`src/rtl/descrambler_23b.sv`:
```
// descrambler_23b: byte-wide descrambler for 130b blocks with a 23-bit LFSR.
// Frames incoming bytes into DATA or ordered-set (OS) blocks from the sync
// header that arrives with blk_start. DATA bytes are XORed with the keystream
// when descram_en is high. OS bytes pass through untouched. A SKP ordered set
// (byte 0 = 8'hAA) freezes the LFSR. An EIEOS (byte 0 = 8'h00) raises
// eieos_det once the block completes.
// Optional build macro: DESCRAM_EIEOS_RESET_EN. When it is defined, the LFSR
// also reloads to SEED on the cycle eieos_det pulses.
module descrambler_23b #(
    parameter logic [22:0] SEED      = 23'h1DBFBC,
    parameter int unsigned BLK_BYTES = 16
) (
    input  logic       clk_1G,
    input  logic       rst_1G,
    input  logic       rx_valid,
    input  logic [7:0] rx_data,
    input  logic       blk_start,
    input  logic [1:0] sync_hdr,
    input  logic       descram_en,
    input  logic       lfsr_clr,
    output logic [7:0] dout,
    output logic       dout_valid,
    output logic       dout_is_os,
    output logic       blk_err,
    output logic       eieos_det
);

    localparam int unsigned CNT_W = (BLK_BYTES > 1) ? $clog2(BLK_BYTES) : 1;
    localparam logic [CNT_W-1:0] CNT_LAST = CNT_W'(BLK_BYTES - 1);
    localparam logic [CNT_W-1:0] CNT_ONE  = CNT_W'(1);

    // Feedback taps: bits that take LR[i-1] ^ LR[22] on each serial step.
    localparam logic [22:0] TAP_MASK = 23'h210124;   // bits 21,16,8,5,2

    localparam logic [1:0] HDR_DATA = 2'b10;
    localparam logic [1:0] HDR_OS   = 2'b01;
    localparam logic [7:0] SKP_SYM   = 8'hAA;
    localparam logic [7:0] EIEOS_SYM = 8'h00;

    typedef enum logic [1:0] {
        S_IDLE = 2'd0,
        S_DATA = 2'd1,
        S_OS   = 2'd2
    } state_t;

    state_t           state_reg, state_next;
    logic [CNT_W-1:0] cnt_reg, cnt_next;
    logic [22:0]      lfsr_reg, lfsr_next;
    logic             skp_reg, skp_next;
    logic             eieos_blk_reg, eieos_blk_next;

    logic [7:0]       dout_reg, dout_next;
    logic             dout_valid_reg, dout_valid_next;
    logic             dout_is_os_reg, dout_is_os_next;
    logic             blk_err_reg, blk_err_next;
    logic             eieos_det_reg, eieos_det_next;

    logic [7:0]       ks;
    logic [22:0]      lfsr_adv;
    logic [22:0]      lfsr_walk;

    logic             accept_byte;
    logic             is_os_byte;
    logic             last_byte;
    logic             advance;
    logic [CNT_W-1:0] byte_idx;

    // One serial LFSR step; the bit shifted out of LR[22] feeds LR[0] and the taps.
    function automatic logic [22:0] lfsr_step(input logic [22:0] s);
        lfsr_step = {s[21:0], s[22]} ^ ({23{s[22]}} & TAP_MASK);
    endfunction

    // Eight serial steps per byte: the first bit shifted out is keystream bit 7.
    always_comb begin
        lfsr_walk = lfsr_reg;
        ks        = '0;
        for (int i = 0; i < 8; i++) begin
            ks[7 - i] = lfsr_walk[22];
            lfsr_walk = lfsr_step(lfsr_walk);
        end
        lfsr_adv = lfsr_walk;
    end

    // Framing state register.
    always_ff @(posedge clk_1G or negedge rst_1G) begin
        if (!rst_1G) begin
            state_reg <= S_IDLE;
        end else begin
            state_reg <= state_next;
        end
    end

    // Framing decisions, byte processing and LFSR update for the current byte.
    always_comb begin
        state_next      = state_reg;
        cnt_next        = cnt_reg;
        lfsr_next       = lfsr_reg;
        skp_next        = skp_reg;
        eieos_blk_next  = eieos_blk_reg;
        dout_next       = dout_reg;
        dout_valid_next = 1'b0;
        dout_is_os_next = 1'b0;
        blk_err_next    = 1'b0;
        eieos_det_next  = 1'b0;
        accept_byte     = 1'b0;
        is_os_byte      = 1'b0;
        last_byte       = 1'b0;
        advance         = 1'b0;
        byte_idx        = cnt_reg;

        if (rx_valid) begin
            if (blk_start) begin
                // A block start is only legal when no block is open; either way
                // framing restarts with this byte as byte 0.
                blk_err_next = (state_reg != S_IDLE);
                byte_idx     = '0;
                if (sync_hdr == HDR_DATA) begin
                    accept_byte    = 1'b1;
                    skp_next       = 1'b0;
                    eieos_blk_next = 1'b0;
                    state_next     = S_DATA;
                end else if (sync_hdr == HDR_OS) begin
                    accept_byte    = 1'b1;
                    is_os_byte     = 1'b1;
                    skp_next       = (rx_data == SKP_SYM);
                    eieos_blk_next = (rx_data == EIEOS_SYM);
                    state_next     = S_OS;
                end else begin
                    // Invalid header: drop the byte and wait for a clean block start.
                    blk_err_next = 1'b1;
                    state_next   = S_IDLE;
                    cnt_next     = '0;
                end
            end else if (state_reg == S_IDLE) begin
                // Stray byte outside any block.
                blk_err_next = 1'b1;
            end else begin
                accept_byte = 1'b1;
                is_os_byte  = (state_reg == S_OS);
            end
        end

        if (accept_byte) begin
            last_byte       = (byte_idx == CNT_LAST);
            cnt_next        = last_byte ? '0 : (byte_idx + CNT_ONE);
            if (last_byte) begin
                state_next = S_IDLE;
            end
            dout_valid_next = 1'b1;
            dout_is_os_next = is_os_byte;
            if (is_os_byte) begin
                dout_next      = rx_data;
                advance        = !skp_next;
                eieos_det_next = last_byte && eieos_blk_next;
            end else begin
                dout_next = descram_en ? (rx_data ^ ks) : rx_data;
                advance   = 1'b1;
            end
            if (advance) begin
                lfsr_next = lfsr_adv;
            end
        end

`ifdef DESCRAM_EIEOS_RESET_EN
        // A completed EIEOS realigns the keystream.
        if (eieos_det_next) begin
            lfsr_next = SEED;
        end
`endif

        // An explicit clear overrides any advance; the current byte has already
        // used the pre-clear keystream.
        if (lfsr_clr) begin
            lfsr_next = SEED;
        end
    end

    // Datapath registers: counter, LFSR, block flags and registered outputs.
    always_ff @(posedge clk_1G or negedge rst_1G) begin
        if (!rst_1G) begin
            cnt_reg        <= '0;
            lfsr_reg       <= SEED;
            skp_reg        <= 1'b0;
            eieos_blk_reg  <= 1'b0;
            dout_reg       <= 8'h00;
            dout_valid_reg <= 1'b0;
            dout_is_os_reg <= 1'b0;
            blk_err_reg    <= 1'b0;
            eieos_det_reg  <= 1'b0;
        end else begin
            cnt_reg        <= cnt_next;
            lfsr_reg       <= lfsr_next;
            skp_reg        <= skp_next;
            eieos_blk_reg  <= eieos_blk_next;
            dout_reg       <= dout_next;
            dout_valid_reg <= dout_valid_next;
            dout_is_os_reg <= dout_is_os_next;
            blk_err_reg    <= blk_err_next;
            eieos_det_reg  <= eieos_det_next;
        end
    end

    assign dout       = dout_reg;
    assign dout_valid = dout_valid_reg;
    assign dout_is_os = dout_is_os_reg;
    assign blk_err    = blk_err_reg;
    assign eieos_det  = eieos_det_reg;

endmodule

```
`config.mk`:
```
export PLATFORM = sky130hd
export DESIGN_NAME = descrambler_23b
export DESIGN_NICKNAME = d
export VERILOG_FILES = /design/src/rtl/descrambler_23b.sv
export SDC_FILE = /design/constraint.sdc
export NUM_CORES = 1
export LEC_CHECK = 0
export ABC_AREA = 1
export CORE_ASPECT_RATIO = 0.8
export CORE_MARGIN = 3
export CORE_UTILIZATION = 30
export DETAILED_ROUTE_END_ITERATION = 10
export GPL_TIMING_DRIVEN = 0
export PLACE_DENSITY = 0.59
export SYNTH_ARGS = -nofsm -noshare
export SYNTH_HDL_FRONTEND = slang
export SYNTH_SLANG_ARGS = --single-unit
export TNS_END_PERCENT = 50
```
`constraint.sdc`:
```
create_clock -name clk_1G -period 1.5 [get_ports clk_1G]
set_input_delay 0.3 -clock clk_1G [delete_from_list [all_inputs] [get_ports clk_1G]]
set_output_delay 0.3 -clock clk_1G [all_outputs]
set_load 0.05 [all_outputs]
```
# Yosys cells after proc, flatten, opt, wreduce, memory -nomap -nowiden
# Cells that the tools add are included.
# Widths: inputs -> output; s select.
[totals]
regBits = 43
input_bits = 16
elab_cells = 85
[op_classes]
n_addsub = 1
n_eq_ne = 7
mux = 47
bitwise = 9
reduce_logical = 11
[ops]
columns = ["operator", "n"]
rows = [
  ["$xor 23x22->23", 8],
  ["$mux 23", 3],
  ["$mux 4", 8],
  ["$mux 1", 28],
  ["$mux 8", 2],
  ["$mux 2", 6],
  ["$reduce_bool 2->1", 5],
  ["$eq 8x8->1 const B", 1],
  ["$logic_not 8->1", 1],
  ["$xor 8x8->8", 1],
  ["$add 4x1->4 const B", 1],
  ["$eq 2x2->1 const B", 2],
  ["$eq 4x4->1 const B", 1],
  ["$ne 2x2->1 const B", 2],
  ["$reduce_and 4->1", 1],
  ["$eq 2x1->1 const B", 1],
  ["$logic_not 2->1", 1],
  ["$reduce_and 2->1", 1],
  ["$logic_and 1x1->1", 1],
  ["$logic_not 1->1", 1],
]

# Longest topological paths before layout
[logic_depth]
ltp_word = 11
mapped_depth = 12
mapped_depth_nobuf = 11

# Least setup slack after synthesis
# OpenSTA, ideal clock, no wires.
[synth_path]
path_type = "reg-to-reg"
from = "register lfsr_reg[20]"
to = "register dout_reg[1] (netlist: dout[1])"
setup_ps = 118
arrival_time_ps = 1341
required_time_ps = 1382
path_slack_ps = 42
stages_incl_launch_ff = 10
path_cell_list = "dfstp_2 -> inv_1 -> nand2_1 -> nand3_1 -> nand2_1 -> nand2_2 -> nand2_4 -> nand3_1 -> nand3_1 -> nand2_1"
[synth_between]
elab_chain_len = 9
[synth_rtl]
columns = ["element", "line", "text"]
rows = [
  ["start, declared", "48", "logic [22:0] lfsr_reg, lfsr_next;"],
  ["start signal, assigned", "192", "lfsr_reg <= lfsr_next;"],
  ["$xor 23x22->23 (6 in series)", "70", "lfsr_step = {s[21:0], s[22]} ^ ({23{s[22]}} & TAP_MASK);"],
  ["$xor 8x8->8", "156", "dout_next = descram_en ? (rx_data ^ ks) : rx_data;"],
  ["$mux 8", "156", ""],
  ["$mux 8", "151", "if (is_os_byte) begin"],
  ["end signal, assigned", "195", "dout_reg <= dout_next;"],
  ["end, declared", "52", "logic [7:0] dout_reg, dout_next;"],
]
# Every way passes these cells.
# A chain may end at the register's enable or synchronous reset.

# Worst setup path in the final report
[layout_path]
from = "register lfsr_reg[20]"
to = "register lfsr_reg[6]"
[layout_between]
elab_chain_len = 11
[layout_rtl]
columns = ["element", "line", "text"]
rows = [
  ["$xor 23x22->23 (8 in series)", "70", ""],
  ["$mux 23", "159", "if (advance) begin"],
  ["$mux 23", "143", "if (accept_byte) begin"],
  ["$mux 23", "173", "if (lfsr_clr) begin"],
]
# Every way passes these cells. The select of a mux whose other input is x is not followed.

==> Implementation_results.wiki <==
{| class="wikitable"
! Metric !! Value
|-
| Crit path max fanout || 7
|-
| Largest clock skew in the final design || ~0.0063 ns
|-
| Worst setup startpoint || lfsr_reg[20]
|-
| Buffer levels on the longest clock path || 2
|-
| Number of antenna violations at the first check in global routing || 0
|-
| Violations in the final reports || setup timing
|-
| Area overhead of the layout relative to synthesis || 45.8%
|-
| Worst Max-Slew Pin Slew || between 0.5 and 0.6 ns
|-
| Top-Level Pins || 28
|-
| Footprint of the multi-input gates || 1710 um^2
|-
| F_max || 644 MHz
|-
| Via Count || 2698
|-
| Most common cell after layout, fill and taps aside || sky130_fd_sc_hd__nand2_1
|-
| Hold Path Origin || rx_valid
|-
| IO buf count || 27
|-
| Post-DP HPWL || roughly 5300 um
|-
| Per-cell via count in the routed design || around 4.8
|-
| Clock transition at path regs || 0.09 ns
|-
| Critical path startpoint category || register
|-
| Total routing usage reported by global routing || 15.3%
|-
| Endpoint of the most critical register-to-register path || lfsr_reg[6]
|-
| Clock sinks || 43
|-
| Hold Path Cell Cnt || 3
|-
| Post-layout min period || 1.55 ns
|-
| Later-pin clock latency in the skew report || ~0.3 ns
|-
| Count of max-cap constraint violations || 0
|-
| Maximum number of pins on one net before global-route repair || 24
|-
| Headroom to the max-slew limit || a little over 60%
|-
| Core area || 8600 um^2
|-
| Synthesized flop and latch total || 43
|-
| Endpoints failing hold || 0
|-
| Power density relative to cell area || 1720 nW/um^2
|-
| Die area || about 10000 um^2
|-
| Status || finished, violations left
|-
| Number of global-route vias before repair || roughly 2600
|-
| Die outline width || 112 um
|-
| Highest ir drop seen on vdd || between 0.0006 and 0.0007 V
|-
| H-tree levels || 2
|-
| Fraction of layout instances using a drive strength above 1 || 35.3%
|-
| Post-route total power || 6.70 mW
|-
| DRC viols || 0
|-
| Cells after synthesis || 379
|-
| Critical path data required time || 1.69 ns
|-
| ANT nets after route || 0
|-
| # setup viols final || 9
|-
| R2r startpoint || lfsr_reg[20]
|-
| Nets in the synthesized netlist || 398
|-
| Average wire length per cell after detail routing || between 10 and 15 um
|-
| Ant diodes || 0
|-
| Clock tree from TritonCTS || done
|-
| Min-Delay Path Class || primary input to register
|-
| Number of flops mapped to enable cells by yosys || 0
|-
| TritonCTS buffer count || 5
|-
| Ys flop type || sky130_fd_sc_hd__dfrtp_1
|-
| Yosys cell types || 30
|-
| Final worst-path cycle share || 104%
|-
| Layout Nets || 469
|-
| First-pass GRT wire length || 12600 um
|-
| Initial DRC count || about 170
|-
| Cell at the root of the clock tree || sky130_fd_sc_hd__clkbuf_8
|-
| Die Y || 90.5 um
|-
| CP endpoint kind || register
|-
| Final setup margin || -0.0526 ns
|-
| Length in cells of the worst reg-to-reg path || 11
|-
| Share of synthesized flip-flops with an asynchronous set or reset || 100%
|-
| Total of fill cells in the finished design || 836
|-
| Final wirelength || 7790 um
|-
| RSZ-0062 raised after global routing || yes
|-
| Critical path type || register to register
|-
| Min-Delay Endpoint || blk_err
|-
| Initial core utilization || 31.2%
|-
| Leakage Power || 1.97 nW
|-
| Flop2flop setup slack || -0.05 ns
|-
| Average cell area after synthesis || 7.07 um^2
|-
| Number of warnings issued by yosys || 0
|-
| Flip-flop count of the largest register after layout || 23
|-
| Number of placement rows || 30
|-
| Total standard cell area after synthesis || approximately 2700 um^2
|-
| Worst Hold Slack || 0.457 ns
|-
| Share of synthesized area occupied by flip-flops and latches || slightly above 40%
|-
| Arr. time, crit path || ~1.7 ns
|-
| Sequential cell area || 1100 um^2
|-
| TritonRoute pass-1 iters || 4
|-
| Max-slew violation count || 0
|-
| Total overflow reported by the global router || 0
|-
| Highest-count cells in the layout ignoring fill and taps || 117 x sky130_fd_sc_hd__nand2_1, 47 x sky130_fd_sc_hd__nand3_1, 33 x sky130_fd_sc_hd__inv_1, 29 x sky130_fd_sc_hd__buf_4, 27 x sky130_fd_sc_hd__dfrtp_1
|-
| Routability Congestion || 0.847
|}
[synthesized netlist by cell type (4+ instances only)]
cell type	count	area share, %
sky130_fd_sc_hd__dfrtp_1	27	25
sky130_fd_sc_hd__a21oi_1	4	0.75
sky130_fd_sc_hd__nor2_1	18	2.5
sky130_fd_sc_hd__dfstp_2	16	16
sky130_fd_sc_hd__nand3_1	64	12
sky130_fd_sc_hd__nand2_2	4	0.93
sky130_fd_sc_hd__or2_2	7	1.6
sky130_fd_sc_hd__nand2_4	5	2.1
sky130_fd_sc_hd__inv_1	41	5.7
sky130_fd_sc_hd__nand2_1	146	20
sky130_fd_sc_hd__clkbuf_1	4	0.56
sky130_fd_sc_hd__o21ai_0	6	1.1
sky130_fd_sc_hd__xor2_1	6	2.0
[worst max-delay path by stage]
stage	end	slack, ns	depth (start not counted)
global placement	dout[2]	-1.14	1
finish	lfsr_reg[6]	-0.05	11
floorplan	dout[1]	0.04	9
detailed placement	eieos_det	-0.70	9
CTS	lfsr_reg[18]	-0.01	8
global route	dout[0]	-0.13	10
[layout make-up]
class,instances,area share [%]
multi-input cells,280,43.8
flip-flops and latches,43,28.0
repair buffers,64,14.9
inverters,45,4.90
well taps,112,3.59
plain buffers,11,2.75
clock buffers,8,2.05
[per-stage QoR]
step | cells | cell area [um^2] | setup TNS (ns) | util, % | setup slack (ns)
after floorplan | 379 | 2680 | 0 | - | 0.0417
after global placement | 518 | 3090 | -63.23 | 36.0 | -1.14
after detailed placement | 519 | 3110 | -22.94 | 36.1 | -0.700
after CTS | 554 | 3540 | -0.0153 | 41.2 | -0.0112
after global routing | 563 | 3910 | -1.34 | 45.5 | -0.126
final | 563 | 3910 | -0.175 | 45.5 | -0.0526
[power by group]
group          switching (mW)  internal, mW  leakage [nW]  total (mW)
Combinational            2.46          1.63          1.41        4.09
Clock                   0.416         0.332        0.0395       0.748
Sequential              0.260          1.61         0.519        1.87
Total                    3.13          3.57          1.97        6.70
[worst max-delay path: stages (launching register included)]
cell and delay, ns:
sky130_fd_sc_hd__dfstp_2 0.60, sky130_fd_sc_hd__inv_2 0.08, sky130_fd_sc_hd__nand2_4 0.11, sky130_fd_sc_hd__nand2_4 0.07, sky130_fd_sc_hd__nand2_4 0.08, sky130_fd_sc_hd__nand2_4 0.08, sky130_fd_sc_hd__nand2_8 0.09, sky130_fd_sc_hd__nand2_8 0.09
sky130_fd_sc_hd__nand2_2 0.06, sky130_fd_sc_hd__nand2_1 0.04, sky130_fd_sc_hd__nand2_1 0.07, sky130_fd_sc_hd__nand2_1 0.06
[kinds of logic after synthesis]
family / share of synthesized area (%)
flops: 40.9
fa+ha+maj: 1.40
simple gates: 41.0
compound gates: 4.62
buf+inv: 9.10
xor+xnor: 2.94
[layer usage]
metal | GRT usage [%] | vias to the layer above | routed length, um
met1 | 22.8 | 1295 | 3930
met4 | 4.36 | 0 | 71
met3 | 2.75 | 7 | 296
li1 | - | 1332 | -
met2 | 22.7 | 64 | 3490
met5 | 0 | - | 0
[repair_timing]
| item | CTS | global route |
|---|---|---|
| pin swaps | 18 | 37 |
| resized for setup | 70 | 95 |
| hold buffers | 1 | 0 |
| setup endpoints to repair | 52 | 47 |
| gates cloned | 1 | 0 |
| setup buffers | 25 | 9 |
| endpoints found under the hold margin | 16 | 0 |
No activity file was read; power rests on OpenSTA's default activity.
